### config.mk
export PLATFORM = sky130hd
export DESIGN_NAME = wb_arbiter2_flat
export DESIGN_NICKNAME = d
export VERILOG_FILES = /design/src/rtl/wb_arbiter2_if.sv /design/src/rtl/wb_arbiter2.sv /design/src/flat_wrapper.sv
export SDC_FILE = /design/constraint.sdc
export NUM_CORES = 1
export LEC_CHECK = 0
export BUFFER_PORTS_ARGS = -buffer_cell sky130_fd_sc_hd__buf_2
export CAP_MARGIN = 5
export CORE_AREA = 2 2 113 115
export CTS_BUF_LIST = sky130_fd_sc_hd__clkbuf_2
export DETAILED_ROUTE_END_ITERATION = 10
export DIE_AREA = 0 0 115 117
export PLACE_DENSITY_LB_ADDON = 0.05
export SYNTH_ARGS = -nofsm -noshare
export SYNTH_HDL_FRONTEND = slang
export SYNTH_SLANG_ARGS = --single-unit
### constraint.sdc
create_clock -name wb_clk_i -period 3.55 [get_ports wb_clk_i]
set_input_delay 0.355 -clock wb_clk_i [delete_from_list [all_inputs] [get_ports wb_clk_i]]
set_output_delay 0.355 -clock wb_clk_i [all_outputs]
set_load 0.02 [all_outputs]
### src/rtl/wb_arbiter2_if.sv
// wb_arbiter2_if: bus bundle for the two-master / one-slave Wishbone arbiter.
//   m_*_i / m_*_o : both masters' request lines (packed, master n at [n*W +: W])
//                   and the broadcast read data / per-master ack and err.
//   s_*_o / s_*_i : the single shared slave port.
//   grant_o       : one-hot current owner, 00 when idle.
// Modports:
//   slave  - the arbiter's view (it is the slave the two masters talk to).
//   master - the surrounding system: masters driving requests, slave model
//            driving read data / ack / err.
interface wb_arbiter2_if #(
    parameter int AW = 32,
    parameter int DW = 32
);
    logic [2*AW-1:0]     m_adr_i;
    logic [2*DW-1:0]     m_dat_i;
    logic [2*(DW/8)-1:0] m_sel_i;
    logic [1:0]          m_we_i;
    logic [1:0]          m_cyc_i;
    logic [1:0]          m_stb_i;
    logic [DW-1:0]       m_dat_o;
    logic [1:0]          m_ack_o;
    logic [1:0]          m_err_o;
    logic [AW-1:0]       s_adr_o;
    logic [DW-1:0]       s_dat_o;
    logic [DW/8-1:0]     s_sel_o;
    logic                s_we_o;
    logic                s_cyc_o;
    logic                s_stb_o;
    logic [DW-1:0]       s_dat_i;
    logic                s_ack_i;
    logic                s_err_i;
    logic [1:0]          grant_o;

    modport slave (
        input  m_adr_i, m_dat_i, m_sel_i, m_we_i, m_cyc_i, m_stb_i,
               s_dat_i, s_ack_i, s_err_i,
        output m_dat_o, m_ack_o, m_err_o,
               s_adr_o, s_dat_o, s_sel_o, s_we_o, s_cyc_o, s_stb_o, grant_o
    );

    modport master (
        output m_adr_i, m_dat_i, m_sel_i, m_we_i, m_cyc_i, m_stb_i,
               s_dat_i, s_ack_i, s_err_i,
        input  m_dat_o, m_ack_o, m_err_o,
               s_adr_o, s_dat_o, s_sel_o, s_we_o, s_cyc_o, s_stb_o, grant_o
    );
endinterface

### src/rtl/wb_arbiter2.sv
// wb_arbiter2: Wishbone classic arbiter sharing one slave (boot ROM / on-chip
// memory) between the CPU instruction bus (master 0) and data bus (master 1).
// Round-robin between simultaneous requests; the grant is held until the
// owner drops cyc, and a waiting master's cyc is honoured at that same edge.
//
// Ports:
//   wb_clk_i   - clock, rising edge
//   wb_reset_i - asynchronous, active-high reset
//   bus        - wb_arbiter2_if.slave (master requests, slave port, grant_o)
//
// Optional feature: define WB_ARB_TIMEOUT_EN to add a watchdog that aborts a
// strobe stalled for TIMEOUT cycles with a one-cycle m_err_o to the owner.
module wb_arbiter2 #(
    parameter int AW      = 32,
    parameter int DW      = 32,
    parameter int TIMEOUT = 255
) (
    input  logic          wb_clk_i,
    input  logic          wb_reset_i,
    wb_arbiter2_if.slave  bus
);
    localparam int CW = $clog2(TIMEOUT + 1);
    localparam logic [CW-1:0] TO_VAL = CW'(TIMEOUT);

    typedef enum logic [1:0] {IDLE, OWN0, OWN1} state_t;

    state_t     state;
    logic       last;        // most recently granted master
    logic [1:0] grant;
    logic       raw_cyc;     // owner's cyc/stb before watchdog gating
    logic       raw_stb;
    logic       timeout_hit;

    // Grant is a decode of the state register, so it is glitch-free and
    // drops to 00 the moment reset asserts.
    assign grant = {state == OWN1, state == OWN0};

    // Arbitration FSM
    always_ff @(posedge wb_clk_i or posedge wb_reset_i) begin
        if (wb_reset_i) begin
            state <= IDLE;
            last  <= 1'b1;       // master 0 wins the first contention
        end else begin
            unique case (state)
                IDLE: begin
                    // On contention grant whichever master did not go last.
                    if (bus.m_cyc_i[0] && (!bus.m_cyc_i[1] || last)) begin
                        state <= OWN0;
                        last  <= 1'b0;
                    end else if (bus.m_cyc_i[1]) begin
                        state <= OWN1;
                        last  <= 1'b1;
                    end
                end
                OWN0: begin
                    if (!bus.m_cyc_i[0]) begin
                        if (bus.m_cyc_i[1]) begin
                            state <= OWN1;
                            last  <= 1'b1;
                        end else begin
                            state <= IDLE;
                        end
                    end
                end
                OWN1: begin
                    if (!bus.m_cyc_i[1]) begin
                        if (bus.m_cyc_i[0]) begin
                            state <= OWN0;
                            last  <= 1'b0;
                        end else begin
                            state <= IDLE;
                        end
                    end
                end
                default: state <= IDLE;
            endcase
        end
    end

    // Slave-side mux: only the owner reaches the slave; everything is zero
    // while idle, so the non-owner's strobe can never leak through.
    always_comb begin
        bus.s_adr_o = '0;
        bus.s_dat_o = '0;
        bus.s_sel_o = '0;
        bus.s_we_o  = 1'b0;
        raw_cyc     = 1'b0;
        raw_stb     = 1'b0;
        unique case (state)
            OWN0: begin
                bus.s_adr_o = bus.m_adr_i[0 +: AW];
                bus.s_dat_o = bus.m_dat_i[0 +: DW];
                bus.s_sel_o = bus.m_sel_i[0 +: DW/8];
                bus.s_we_o  = bus.m_we_i[0];
                raw_cyc     = bus.m_cyc_i[0];
                raw_stb     = bus.m_stb_i[0];
            end
            OWN1: begin
                bus.s_adr_o = bus.m_adr_i[AW +: AW];
                bus.s_dat_o = bus.m_dat_i[DW +: DW];
                bus.s_sel_o = bus.m_sel_i[DW/8 +: DW/8];
                bus.s_we_o  = bus.m_we_i[1];
                raw_cyc     = bus.m_cyc_i[1];
                raw_stb     = bus.m_stb_i[1];
            end
            default: ;
        endcase
    end

`ifdef WB_ARB_TIMEOUT_EN
    // Watchdog: counts stalled strobe cycles. In the cycle the count reaches
    // TIMEOUT the strobe is withdrawn from the slave, the owner gets err and
    // the count restarts, so a persistent strobe is aborted periodically.
    logic [CW-1:0] wd_cnt;

    assign timeout_hit = raw_stb && (wd_cnt == TO_VAL);

    always_ff @(posedge wb_clk_i or posedge wb_reset_i) begin
        if (wb_reset_i)
            wd_cnt <= '0;
        else if (!raw_stb || bus.s_ack_i || bus.s_err_i || timeout_hit)
            wd_cnt <= '0;
        else
            wd_cnt <= wd_cnt + 1'b1;
    end
`else
    assign timeout_hit = 1'b0;
    wire unused_timeout = ^TO_VAL;
`endif

    assign bus.s_cyc_o = raw_cyc & ~timeout_hit;
    assign bus.s_stb_o = raw_stb & ~timeout_hit;
    assign bus.grant_o = grant;
    assign bus.m_dat_o = bus.s_dat_i;
    assign bus.m_ack_o = grant & {2{bus.s_ack_i & ~timeout_hit}};
    assign bus.m_err_o = grant & {2{bus.s_err_i | timeout_hit}};

endmodule

### src/flat_wrapper.sv
// flat-port wrapper written by rule: the top's interface ports become plain ports
module wb_arbiter2_flat 
#(
    parameter int AW      = 32,
    parameter int DW      = 32,
    parameter int TIMEOUT = 255
)
  (wb_clk_i, wb_reset_i, bus_m_adr_i, bus_m_dat_i, bus_m_sel_i, bus_m_we_i, bus_m_cyc_i, bus_m_stb_i, bus_s_dat_i, bus_s_ack_i, bus_s_err_i, bus_m_dat_o, bus_m_ack_o, bus_m_err_o, bus_s_adr_o, bus_s_dat_o, bus_s_sel_o, bus_s_we_o, bus_s_cyc_o, bus_s_stb_o, bus_grant_o);
  wb_arbiter2_if #(.AW(AW), .DW(DW)) bus_i ();
  input  logic wb_clk_i;
  input  logic wb_reset_i;
  input wire logic [$bits(bus_i.m_adr_i)-1:0] bus_m_adr_i;
  input wire logic [$bits(bus_i.m_dat_i)-1:0] bus_m_dat_i;
  input wire logic [$bits(bus_i.m_sel_i)-1:0] bus_m_sel_i;
  input wire logic [$bits(bus_i.m_we_i)-1:0] bus_m_we_i;
  input wire logic [$bits(bus_i.m_cyc_i)-1:0] bus_m_cyc_i;
  input wire logic [$bits(bus_i.m_stb_i)-1:0] bus_m_stb_i;
  input wire logic [$bits(bus_i.s_dat_i)-1:0] bus_s_dat_i;
  input wire logic [$bits(bus_i.s_ack_i)-1:0] bus_s_ack_i;
  input wire logic [$bits(bus_i.s_err_i)-1:0] bus_s_err_i;
  output wire logic [$bits(bus_i.m_dat_o)-1:0] bus_m_dat_o;
  output wire logic [$bits(bus_i.m_ack_o)-1:0] bus_m_ack_o;
  output wire logic [$bits(bus_i.m_err_o)-1:0] bus_m_err_o;
  output wire logic [$bits(bus_i.s_adr_o)-1:0] bus_s_adr_o;
  output wire logic [$bits(bus_i.s_dat_o)-1:0] bus_s_dat_o;
  output wire logic [$bits(bus_i.s_sel_o)-1:0] bus_s_sel_o;
  output wire logic [$bits(bus_i.s_we_o)-1:0] bus_s_we_o;
  output wire logic [$bits(bus_i.s_cyc_o)-1:0] bus_s_cyc_o;
  output wire logic [$bits(bus_i.s_stb_o)-1:0] bus_s_stb_o;
  output wire logic [$bits(bus_i.grant_o)-1:0] bus_grant_o;
  assign bus_i.m_adr_i = bus_m_adr_i;
  assign bus_i.m_dat_i = bus_m_dat_i;
  assign bus_i.m_sel_i = bus_m_sel_i;
  assign bus_i.m_we_i = bus_m_we_i;
  assign bus_i.m_cyc_i = bus_m_cyc_i;
  assign bus_i.m_stb_i = bus_m_stb_i;
  assign bus_i.s_dat_i = bus_s_dat_i;
  assign bus_i.s_ack_i = bus_s_ack_i;
  assign bus_i.s_err_i = bus_s_err_i;
  assign bus_m_dat_o = bus_i.m_dat_o;
  assign bus_m_ack_o = bus_i.m_ack_o;
  assign bus_m_err_o = bus_i.m_err_o;
  assign bus_s_adr_o = bus_i.s_adr_o;
  assign bus_s_dat_o = bus_i.s_dat_o;
  assign bus_s_sel_o = bus_i.s_sel_o;
  assign bus_s_we_o = bus_i.s_we_o;
  assign bus_s_cyc_o = bus_i.s_cyc_o;
  assign bus_s_stb_o = bus_i.s_stb_o;
  assign bus_grant_o = bus_i.grant_o;
  wb_arbiter2 #(.AW(AW), .DW(DW), .TIMEOUT(TIMEOUT)) u_core (.wb_clk_i(wb_clk_i), .wb_reset_i(wb_reset_i), .bus(bus_i));
endmodule
==> flow_summary.ini <==
[logic_synthesis]
synth_seq_cells = 3
synth-simple-area-share_pct = 30.8
netlist_instances = 232
synthDominantAreaCellType = a22oi_1
yosys.area.top_type_share_pct = 31.7
syn-num-nets = 415
syn_avg_cell_area_sq_um = 7.15
synthDistinctLibCells = 24
muxShareOfSynthArea_pct = 1.51
synthTopCellsByArea = a22oi_1, nor2b_1, buf_4
seq_area_frac_synth_pct = 4.60
synth_xor_area_share_pct = 0
synth_fa_ha_area_share_pct = 3.77
synth_compound_area_share_pct = 36.5
yosys_warnings = 0
synth_top_family_by_area = compound AO/OA/AOI/OAI gates
synth_area_sq_um = 1660

[sta]
timing.fmax_mhz = 425
slew_headroom_pct = 69.1
whs_ns = 0.487
setup_viol_count_final = 0
slew_viol_final = 0
tightest_slew_ns = 0.463
hold_viol = 0
rsz0062_at_grt = false
period_share_pct = 66.3
min_period_ns = 2.35
fin_skew_ns = 0.00291
setup_tns_ns = 0

[worst_setup_path]
path_class = flip-flop to primary output
arrival_ns = 2.00
worstPathMaxFanout = 27
crit_required_ns = 3.19
rrSetupSlack_ns = 1.56
crit_path_end_kind = primary output
start_kind = flip-flop
cp_slowest_stage_delay_ns = 0.61
crit_chain = inv_1 -> ha_2 -> buf_4 -> nor2b_1 -> buf_2
slowest_stage = ha_2

[cts]
cts_num_sinks = 3
path_clk_slew_ns = 0.05
ctsRootBufferMaster = clkbuf_2
cts_buffers = 3
cts_tree = done
cts_buffer_depth = 2
worstSkewPairLatency_ns = 0.20
htreeDepth = 1
cts-resized-gates = 0

[global_routing]
grt_pass1_vias = 2048
overflow = 0
grt_max_degree = 43
grt_pass1_wl_um = 11100
antenna_found_initial = 0
track_usage_pct = 10.4

[status]
status = complete, no violations

[route]
drc = 0
vias = 2316
drt_iter0_drc = 114
wl_um = 8270
ant_nets = 0
vias_per_cell = 4.14
drtPass1Iterations = 4
wl_per_cell_um = 14.8

[die]
die_w_um = 115
rows = 41
coreArea_sq_um = 12300
die-height_um = 117
ioPinCount = 287
fp.dieArea_sq_um = 13500
initial_core_util_pct = 13.5

[placement]
dp_hpwl_um = 6640
numPlacedInstances = 554
gp_congestion = 0.747
port_buffers = 222

[cells_and_area]
layout-drive-gt1-share_pct = 58.7
instances_no_fill = 559
multi_input_area_sq_um = 1210
final_common_cell = buf_2
area_delta_synth_final_pct = 61.7
fill_cells = 1414
diodes = 0
final_cell_mix = buf_2, a22oi_1, nor2b_1
register_area_sq_um = 76.3
nets = 593

[pwr]
ir_drop_v = 0.000307
p_per_area_nw_per_um2 = 756
leakage_nw = 1.40

[hold_path]
hold_path.class = primary input to flip-flop

[job]
drv_cap = 0
## Yosys cell counts
| library cell | number |
|---|---|
| o21ai_2 | 1 |
| nor2b_1 | 70 |
| buf_4 | 36 |
| clkbuf_1 | 9 |
| ha_1 | 5 |
| a41oi_1 | 2 |
| a31oi_1 | 1 |
| a22o_1 | 1 |
| a22oi_2 | 1 |
| mux2i_1 | 1 |
| nand3b_1 | 1 |
| buf_2 | 11 |
| inv_1 | 5 |
| and2_1 | 5 |
| nand2_1 | 2 |
| o41ai_2 | 1 |
| a21oi_1 | 1 |
| a22oi_1 | 70 |
| dfstp_2 | 1 |
| o21ai_1 | 1 |
| dfrtp_1 | 2 |
| nor3b_1 | 1 |
| nand2b_1 | 3 |
| mux2_4 | 1 |
## cells by family (layout without fill, tap and decap cells)
| kind of cell | Yosys count | after routing |
|---|---|---|
| AOI/OAI and AO/OA | 79 | 79 |
| buffers and inverters | 61 | 238 |
| and+or+nand+nor | 82 | 82 |
| muxes | 2 | 2 |
| adders and majority gates | 5 | 5 |
| DFF | 3 | 3 |
## critical path: cells and delay by family, from the launching register on
| kind | cells | cell delay, ns |
|---|---|---|
| buffers and inverters | 3 | 0.59 |
| AND/OR/NAND/NOR | 1 | 0.17 |
| flip-flops | 1 | 0.41 |
| adder cells (fa/ha/maj) | 1 | 0.61 |
## power breakdown
part	internal (W)	total [W]	switching, W
sequential	0.0000556	0.0000730	0.0000174
clock	0.0000297	0.0000479	0.0000181
combinational	0.000772	0.00191	0.00113
total	0.000857	0.00203	0.00117
## stage by stage
stage	total power (W)	utilization, %	worst slack (ns)	area, sq um
5_1_grt	0.00223	21.8	0.999	2680
4_1_cts	0.00207	21.7	1.12	2670
6_report	0.00203	21.8	1.20	2680
3_3_place_gp	0.00204	21.5	1.38	2650
3_5_place_dp	0.00202	21.5	1.36	2650
2_1_floorplan	0.00149	-	1.55	1660
## registers in the layout, summed over array words and instances (netlist names)
register	flops
u_core.state	2
u_core.last	1
## repair_timing
| action | CTS | global route |
|---|---|---|
| endpoints found under the hold margin | 0 | 2 |
| hold buffers | 0 | 1 |
| buffers inserted | 0 | 0 |
## final cells by class
type                       instances  share of cell area (%)
clock buffer                       4                   0.747
inverter                           5                   0.700
multi-input combinational        168                    45.2
sequential                         3                    2.85
tap                              150                    7.00
timing repair buffer             229                    43.5
## final timing paths
kind | end | cells after the start | start
worst max-delay path | bus_s_dat_o[18] | 5 | u_core.state[1]
worst min-delay path | u_core.state[0] | 3 | bus_m_cyc_i[0]
worst max register to register | u_core.last | 5 | u_core.state[1]
worst min register to register | u_core.state[0] | 2 | u_core.state[0]
max in group asynchronous | u_core.last | 3 | wb_reset_i
min in group asynchronous | u_core.state[1] | 3 | wb_reset_i
## routing by layer
metal  vias up  share of wire, %  track usage, %
li1       1152                 -               -
met5         -                 0               0
met1      1019                35            10.8
met3        16               8.5            2.01
met4         0               1.8            2.25
met2       129                55            21.4
Power figures use the tool's default switching activity.
